[config.mk]
export PLATFORM = sky130hd
export DESIGN_NAME = seg_scan_driver
export DESIGN_NICKNAME = d
export VERILOG_FILES = /design/src/rtl/seg_scan_driver.sv
export SDC_FILE = /design/constraint.sdc
export NUM_CORES = 1
export LEC_CHECK = 0
export CORE_AREA = 10 10 130 132
export DETAILED_ROUTE_END_ITERATION = 7
export DIE_AREA = 0 0 140 142
export PLACE_DENSITY = 0.76
export SYNTH_ARGS = -nofsm -noshare
export SYNTH_HDL_FRONTEND = slang
export SYNTH_SLANG_ARGS = --single-unit
export TNS_END_PERCENT = 20
[constraint.sdc]
create_clock -name clk -period 2.9 [get_ports clk]
set_clock_uncertainty 0.15 [all_clocks]
set_input_delay 0.435 -clock clk [delete_from_list [all_inputs] [get_ports clk]]
set_output_delay 0.435 -clock clk [all_outputs]
set_load 0.05 [all_outputs]
[src/rtl/seg_scan_driver.sv]
// seg_scan_driver: time-multiplexed 7-segment display driver.
// Latches per-digit hex/attribute vectors on load into a shadow bank,
// promotes them to the active bank at each slot boundary, and scans one
// digit per slot with an all-off guard interval and hardware blink.
// Optional build macro SEG_SCAN_DIM_EN adds a 4-bit bright input that
// PWMs the anode within the drive window.
//
// state   | meaning
// --------+-----------------------------------------------
// GUARD_S | first GUARD clocks of a slot, anodes/segments off
// DRIVE_S | rest of the slot, current digit driven if visible
module seg_scan_driver #(
   parameter int CLK_HZ   = 100_000_000,
   parameter int SCAN_HZ  = 1000,
   parameter int DIGITS   = 8,
   parameter int GUARD    = 4,
   parameter int BLINK_HZ = 2
) (
   input  logic                  clk,
   input  logic                  rst,
   input  logic                  load,
   input  logic [4*DIGITS-1:0]   digit_data,
   input  logic [DIGITS-1:0]     digit_en,
   input  logic [DIGITS-1:0]     dp,
   input  logic [DIGITS-1:0]     blink_mask,
`ifdef SEG_SCAN_DIM_EN
   input  logic [3:0]            bright,
`endif
   output logic [DIGITS-1:0]     an,
   output logic [7:0]            seg,
   output logic                  frame_done
);

   localparam int SLOT       = CLK_HZ / SCAN_HZ;
   localparam int BLINK_HALF = CLK_HZ / (2 * BLINK_HZ);
   localparam int CW         = $clog2(SLOT);
   localparam int BW         = (BLINK_HALF > 1) ? $clog2(BLINK_HALF) : 1;
   localparam int IW         = (DIGITS > 1) ? $clog2(DIGITS) : 1;

   typedef enum logic {GUARD_S, DRIVE_S} state_t;
   localparam state_t ST_RST = (GUARD == 0) ? DRIVE_S : GUARD_S;

   state_t               state, state_nxt;
   logic [CW-1:0]        slot_cnt, cnt_nxt;
   logic [IW-1:0]        idx;
   logic [BW-1:0]        blink_cnt;
   logic                 blink_off;
   logic                 slot_wrap, idx_wrap;

   logic [4*DIGITS-1:0]  sh_data, act_data;
   logic [DIGITS-1:0]    sh_en, sh_dp, sh_blink;
   logic [DIGITS-1:0]    act_en, act_dp, act_blink;

   logic [3:0]           nibble;
   logic                 visible;
   logic                 pwm_on;
   logic [DIGITS-1:0]    an_onehot;
   logic [6:0]           pattern;

   assign slot_wrap = (slot_cnt == CW'(SLOT - 1));
   assign idx_wrap  = (idx == IW'(DIGITS - 1));
   assign cnt_nxt   = slot_wrap ? '0 : slot_cnt + 1'b1;

   // Slot counter, digit index and end-of-frame pulse
   always_ff @(posedge clk or negedge rst) begin
      if (!rst) begin
         slot_cnt   <= '0;
         idx        <= '0;
         frame_done <= 1'b0;
      end else begin
         slot_cnt   <= cnt_nxt;
         frame_done <= slot_wrap & idx_wrap;
         if (slot_wrap) idx <= idx_wrap ? '0 : idx + 1'b1;
      end
   end

   // Free-running blink phase, independent of the scan
   always_ff @(posedge clk or negedge rst) begin
      if (!rst) begin
         blink_cnt <= '0;
         blink_off <= 1'b0;
      end else if (blink_cnt == BW'(BLINK_HALF - 1)) begin
         blink_cnt <= '0;
         blink_off <= ~blink_off;
      end else begin
         blink_cnt <= blink_cnt + 1'b1;
      end
   end

   // Shadow capture on load; active bank promoted at slot boundary,
   // taking a coincident load directly so the new value shows this slot
   always_ff @(posedge clk or negedge rst) begin
      if (!rst) begin
         sh_data   <= '0;
         sh_en     <= '0;
         sh_dp     <= '0;
         sh_blink  <= '0;
         act_data  <= '0;
         act_en    <= '0;
         act_dp    <= '0;
         act_blink <= '0;
      end else begin
         if (load) begin
            sh_data  <= digit_data;
            sh_en    <= digit_en;
            sh_dp    <= dp;
            sh_blink <= blink_mask;
         end
         if (slot_wrap) begin
            act_data  <= load ? digit_data : sh_data;
            act_en    <= load ? digit_en   : sh_en;
            act_dp    <= load ? dp         : sh_dp;
            act_blink <= load ? blink_mask : sh_blink;
         end
      end
   end

   // FSM state register
   always_ff @(posedge clk or negedge rst) begin
      if (!rst) state <= ST_RST;
      else      state <= state_nxt;
   end

   // FSM next state: tracks whether the upcoming count is past the guard
   always_comb begin
      state_nxt = state;
      case (state)
         GUARD_S: if (cnt_nxt >= CW'(GUARD)) state_nxt = DRIVE_S;
         DRIVE_S: if (slot_wrap && (GUARD > 0)) state_nxt = GUARD_S;
         default: state_nxt = ST_RST;
      endcase
   end

   // Current digit lookup, visibility and hex decode
   always_comb begin
      nibble    = act_data[4*idx +: 4];
      visible   = act_en[idx] & ~(act_blink[idx] & blink_off);
      an_onehot = DIGITS'(1) << idx;
      case (nibble)
         4'h0: pattern = 7'h3F;
         4'h1: pattern = 7'h06;
         4'h2: pattern = 7'h5B;
         4'h3: pattern = 7'h4F;
         4'h4: pattern = 7'h66;
         4'h5: pattern = 7'h6D;
         4'h6: pattern = 7'h7D;
         4'h7: pattern = 7'h07;
         4'h8: pattern = 7'h7F;
         4'h9: pattern = 7'h6F;
         4'hA: pattern = 7'h77;
         4'hB: pattern = 7'h7C;
         4'hC: pattern = 7'h39;
         4'hD: pattern = 7'h5E;
         4'hE: pattern = 7'h79;
         default: pattern = 7'h71;
      endcase
   end

`ifdef SEG_SCAN_DIM_EN
   // PWM gate: anode on for the first 'bright' clocks of each 16-clock window
   always_comb begin
      pwm_on = (4'(slot_cnt - CW'(GUARD)) < bright);
   end
`else
   assign pwm_on = 1'b1;
`endif

   // Registered pin outputs
   always_ff @(posedge clk or negedge rst) begin
      if (!rst) begin
         an  <= '0;
         seg <= '0;
      end else if (state == DRIVE_S && visible) begin
         an  <= pwm_on ? an_onehot : '0;
         seg <= {act_dp[idx], pattern};
      end else begin
         an  <= '0;
         seg <= '0;
      end
   end

endmodule

Word-level counts from Yosys, hierarchy flattened
Memory sizes are Yosys's and may differ from the RTL's.
Cells that the tools add are included.
- shift-type cells: 2
- $lt $le $gt $ge: 2
- $add $sub $neg: 3
- bitwise gates (word level): 6
- eq/ne operators: 3
- multiplexer cells: 18
- reductions and logical operators: 1
- operators by type and width (operator ; count):
    two-way mux 8 bit ; 5
    two-way mux 32 bit ; 1
    indexed part select 32 x 6 -> 4 bit ; 1
    adder 25 x 1 -> 25 bit (second input constant) ; 1
    equality test 25 bit (second input constant) ; 1
    two-way mux 25 bit ; 1
    adder 17 x 1 -> 17 bit (second input constant) ; 1
    equality test 17 bit (second input constant) ; 1
    >= comparator 17 x 3 -> 1 bit (second input constant) ; 1
    two-way mux 17 bit ; 1
    binary-select mux 1 bit (select 3 bit) ; 3
    left shift 1 x 3 -> 8 bit (first input constant) ; 1
    two-way mux 1 bit ; 5
    < comparator 3 x 4 -> 1 bit (second input constant) ; 1
    adder 3 x 1 -> 3 bit (second input constant) ; 1
    AND 1 bit ; 3
    equality test 3 bit (second input constant) ; 1
    two-way mux 3 bit ; 1
    inverter 1 bit ; 3
    one-hot mux 1 bit (2 select lines) ; 1
    logical AND 1 bit ; 1
- bits in read-only memories: 112
- input bits: 59
- flip-flop bits (word level): 176
- memories kept: 1
- logic and storage cells: 52
- output and inout bits: 17
- memory list (memory ; depth ; width ; read ports ; clocked after Yosys merged registers in ; write ports ; line ; source):
    (name not given) ; 16 ; 7 ; 1 ; 0 ; 0 ; 139 ; case (nibble)

Depth between registers and ports, before layout
- depth after elaboration: 7
- mapped depth: 13
- mapped depth without buffers: 11

Least setup slack after synthesis
No wires, ideal clock.
- path type: register to register
- from: register idx[1]
- to: register seg[3]
- data required time: 2.679 ns
- library setup time: 0.071 ns
- stages on the path, launching flop included: 11
- buffers on the path: 1
- data arrival time: 2.059 ns
- slack: 0.620 ns
- path through: dfrtp_1 buf_4 mux4_2 o21ai_0 inv_2 ha_1 inv_1 nor2_1 a211oi_1 a21oi_1 nor2_1
- word-level cells in the longest chain between the ends: 7
- elaborated cells between the ends (all ways): 11
- those cells by class: shift: 1; mux: 5; bitwise: 3; reduce/logical: 1; memory: 1
- ends and longest elaborated chain (element ; line ; source):
    start: declaration ; 45 ; logic [IW-1:0] idx;
    start signal: assignment ; 73 ; if (slot_wrap) idx <= idx_wrap ? '0 : idx + 1'b1;
    branches (longest 6 deep; another with memory (16 x 7 bit)) ; -- ;
    two-way mux 8 bit (*) ; 173 ; end else if (state == DRIVE_S && visible) begin
    end signal: assignment ; 175 ; seg <= {act_dp[idx], pattern};
    end: declaration ; 30 ; output logic [7:0] seg,
Mark *: on every way between the ends. The select of a mux whose other input is x is not followed.
A chain may end at the register's enable or synchronous reset.

Worst setup path after layout
- from: register idx[1]
- to: register seg[6]
Same word-level chain as after synthesis.

==> reports/qor.csv <==
stage,metric,value,unit
placement,DP HPWL,11300,µm
logic_synthesis,ys async rst share,1.00,
floorplan,Die Wd,140,µm
layout,fill cell count,1049,
timing,Slew headroom,0.513,
layout,Finished Cell Area,9330,µm²
logic_synthesis,Yosys warning count,0,
routing,routed wl met3,860,µm
critical_path,worst setup path class,reg2reg,
logic_synthesis,Synth Register Bits,176,
critical_path,CP max stage delay,480,ps
placement,GP Congestion,0.856,
routing,DRC Markers,0,
grt,total global routing overflow,0,
floorplan,Die Y,142,µm
timing,fin crit share,0.837,
logic_synthesis,synthesized area per cell,13.2,µm²
critical_path,Critical Path AT,2570,ps
placement,Buffers on Ports,75,
grt,initial antenna violation count,0,
logic_synthesis,top post-synthesis cells by area,"dfrtp_1 (57%), mux2_2 (9.4%), mux2_1 (7.3%), mux4_2 (3.2%), xnor2_1 (2.3%)",
logic_synthesis,syn_nets,654,
logic_synthesis,Synth cell types,56,
floorplan,IO Count,76,
logic_synthesis,Compound-Gate Fraction of Synth Area,0.0352,
timing,Setup WS post-layout,472,ps
pwr,Max rail drop VDD,341,µV
routing,WL met2,7800,µm
placement,Area after DPL,8710,µm²
clock_tree,TritonCTS clock tree,yes,
grt,largest net degree at the start of global routing,77,
timing,Slew Limit Fails,0,
logic_synthesis,Post-synth EDFFs,0,
placement,worst slack at placement,479,ps
logic_synthesis,area of the mapped netlist,7710,µm²
clock_tree,clock buffer count from CTS,17,
routing,initial detailed-routing violation count,308,
pwr,Leak,4.26,nW
hold_path,Min-Delay Path Class,reg2reg,
routing,Max Used Layer,met4,
pwr,Pwr per Cell Area,555,nW/µm²
clock_tree,CTS sink cnt,176,
hold_path,min-delay src,blink_cnt[0]$_DFF_PN0_,
routing,DR vias/cell,5.46,
clock_tree,post_cts resized,0,
timing,Fin Setup TNS,0,ps
critical_path,Startpoint Class,register,
timing,Slew @ Worst Pin,731,ps
timing,minimum clock period,2430,ps
logic_synthesis,xor/xnor share of the synthesized area,0.0398,
timing,Final Hold Fails,0,
critical_path,crit path from,idx[1]$_DFFE_PN0N_,
logic_synthesis,sequential area share after synthesis,0.571,
logic_synthesis,post-synthesis adder-cell area fraction,0.0211,
layout,ant diodes,0,
routing,post-route antenna net violation count,0,
logic_synthesis,most frequent cell after synthesis,dfrtp_1,
timing,RSZ-0062 raised after global routing,no,
floorplan,die area,19900,µm²
layout,Finished Layout Cells,864,
clock_tree,clock root cell,clkbuf_16,
critical_path,worst-path cell chain,buf_4 > a2111oi_0 > a31oi_1 > o21ai_0 > buf_4 > ha_1 > inv_1 > nor2_1 > a21oi_1 > o22ai_1 > nor2_1,
clock_tree,htree depth,4,
grt,global-route wire length before repair,26200,µm
logic_synthesis,Synth Instances,582,
layout,share of layout cells above drive strength 1,0.203,
layout,area added between synthesis and finish,21.1,%
timing,FMAX,412,MHz
layout,nets,739,
logic_synthesis,Post-Synth Simple-Gate Area,0.0942,
routing,routed len/inst,18.0,µm
routing,WL final,15600,µm
critical_path,beginning of the worst register-to-register path,idx[1]$_DFFE_PN0N_,
routing,First-pass DRT Iterations,4,
logic_synthesis,largest family of logic cells by synthesized area,multiplexers,
timing,endpoints failing setup,0,
floorplan,row cnt,44,
critical_path,crit path capture type,register,
floorplan,initial cell density of the core,0.538,
critical_path,critical path's slowest cell,dfrtp_1,
logic_synthesis,Main synth FF type,dfrtp_1,
clock_tree,clock buffer depth,2,
logic_synthesis,proportion of synthesized area in mux cells,0.211,
grt,vias in the first global route,5049,
clock_tree,clk_lat worst skew,430,ps
outcome,status,"complete, no violations",
floorplan,Core Region,14300,µm²
clock_tree,clock transition at the registers of the reported paths,70,ps
run,Max-Cap Viols,0,
critical_path,critical path required time,3040,ps
logic_synthesis,top cell type by total area after synthesis,dfrtp_1,
placement,dpl cells,831,
routing,routed length on met1,6700,µm
grt,GRT Total Usage,0.164,
logic_synthesis,Synth top area share,0.571,
logic_synthesis,Commonest cells post-synth,"dfrtp_1 (176), mux2_2 (64), mux2_1 (50)",
critical_path,crit-path max FO,15,
routing,detailed-route via count,4720,
## critical path: cells and delay by family (launching register included)
kind / cells / cell delay [ps]
AOI/OAI and AO/OA: 5 / 790
adders and majority gates: 1 / 200
buffers and inverters: 3 / 480
DFF: 1 / 480
and+or+nand+nor: 2 / 180
## through the flow
step	total power [mW]	utilization	hold WS [ps]
finish	5.18	0.652	308
global route	5.37	0.652	347
CTS	5.23	0.652	317
detailed placement	2.88	0.609	308
global placement	2.87	0.609	284
floorplan	2.70	-	-10.6
## report_power, final
group / switching, mW / leakage, nW / internal, mW / total [mW]
clock network: 1.03 / 0.299 / 1.33 / 2.35
registers: 0.0184 / 2.30 / 2.53 / 2.55
logic: 0.125 / 1.66 / 0.151 / 0.276
## placed cells by master (no fill, tap or decap), types with 4 or more instances in the layout
cell type        Yosys  layout
o21ai_0             11      11
xor2_1              15      15
dfrtp_1            176     176
nand4_1              9       9
mux2_2              64      64
buf_12               0       4
inv_6                0       6
clkdlybuf4s50_1      0      73
o21ai_1              4       4
mux2i_1              8       8
and4_1               5       5
inv_1               14      14
nor3_1               8       8
ha_1                13      13
buf_4                5      13
nand3_1             12      12
a21oi_1              7       7
nand2_1             29      29
mux2_1              50      50
xnor2_1             20      20
nor2_1              44      44
mux4_2              11      11
clkbuf_16            0      17
a211oi_1             4       4
nor4_1               5       5
and2_1               4       4
## layout make-up
type	instances	area [µm²]	share of cell area
clock inverter	14	173	0.0185
sequential	176	4400	0.472
tap	184	230	0.0247
inverter	16	60.1	0.00643
timing repair buffer	93	935	0.100
multi-input combinational	363	3090	0.331
clock buffer	18	439	0.0471
## routing by layer
metal / global-route usage / vias to the layer above
met1: 0.204 / 2341
met2: 0.272 / 116
met5: 0 / -
met4: 0.0473 / 0
li1: - / 2243
met3: 0.0497 / 20
## repair_timing
| item | CTS | global route |
|---|---|---|
| setup buffers | 0 | 0 |
| hold buffers | 1 | 0 |
| endpoints found under the hold margin | 71 | 0 |
## flip-flops by register name, indices dropped and copies added, names as in the netlist, 17 cells and up
signal / flops
act_data: 32
sh_data: 32
blink_cnt: 25
slot_cnt: 17
## final timing paths
check,end,slack [ps],depth (start not counted)
max,seg[6]$_DFF_PN0_,470,11
min,blink_cnt[0]$_DFF_PN0_,310,1
max reg2reg,seg[6]$_DFF_PN0_,470,11
min reg2reg,blink_cnt[0]$_DFF_PN0_,310,1
max in group asynchronous,sh_data[0]$_DFF_PN0_,1430,3
min in group asynchronous,sh_data[12]$_DFF_PN0_,430,2
## kinds of logic (layout without fill, tap and decap cells)
family,after synthesis,in the layout
AO/OA/AOI/OAI,42,42
XOR/XNOR,35,35
adder cells (fa/ha/maj),13,13
buffers and inverters,43,141
flip-flops,176,176
multiplexers,134,134
AND/OR/NAND/NOR,139,139
No activity file was read; power rests on OpenSTA's default activity.
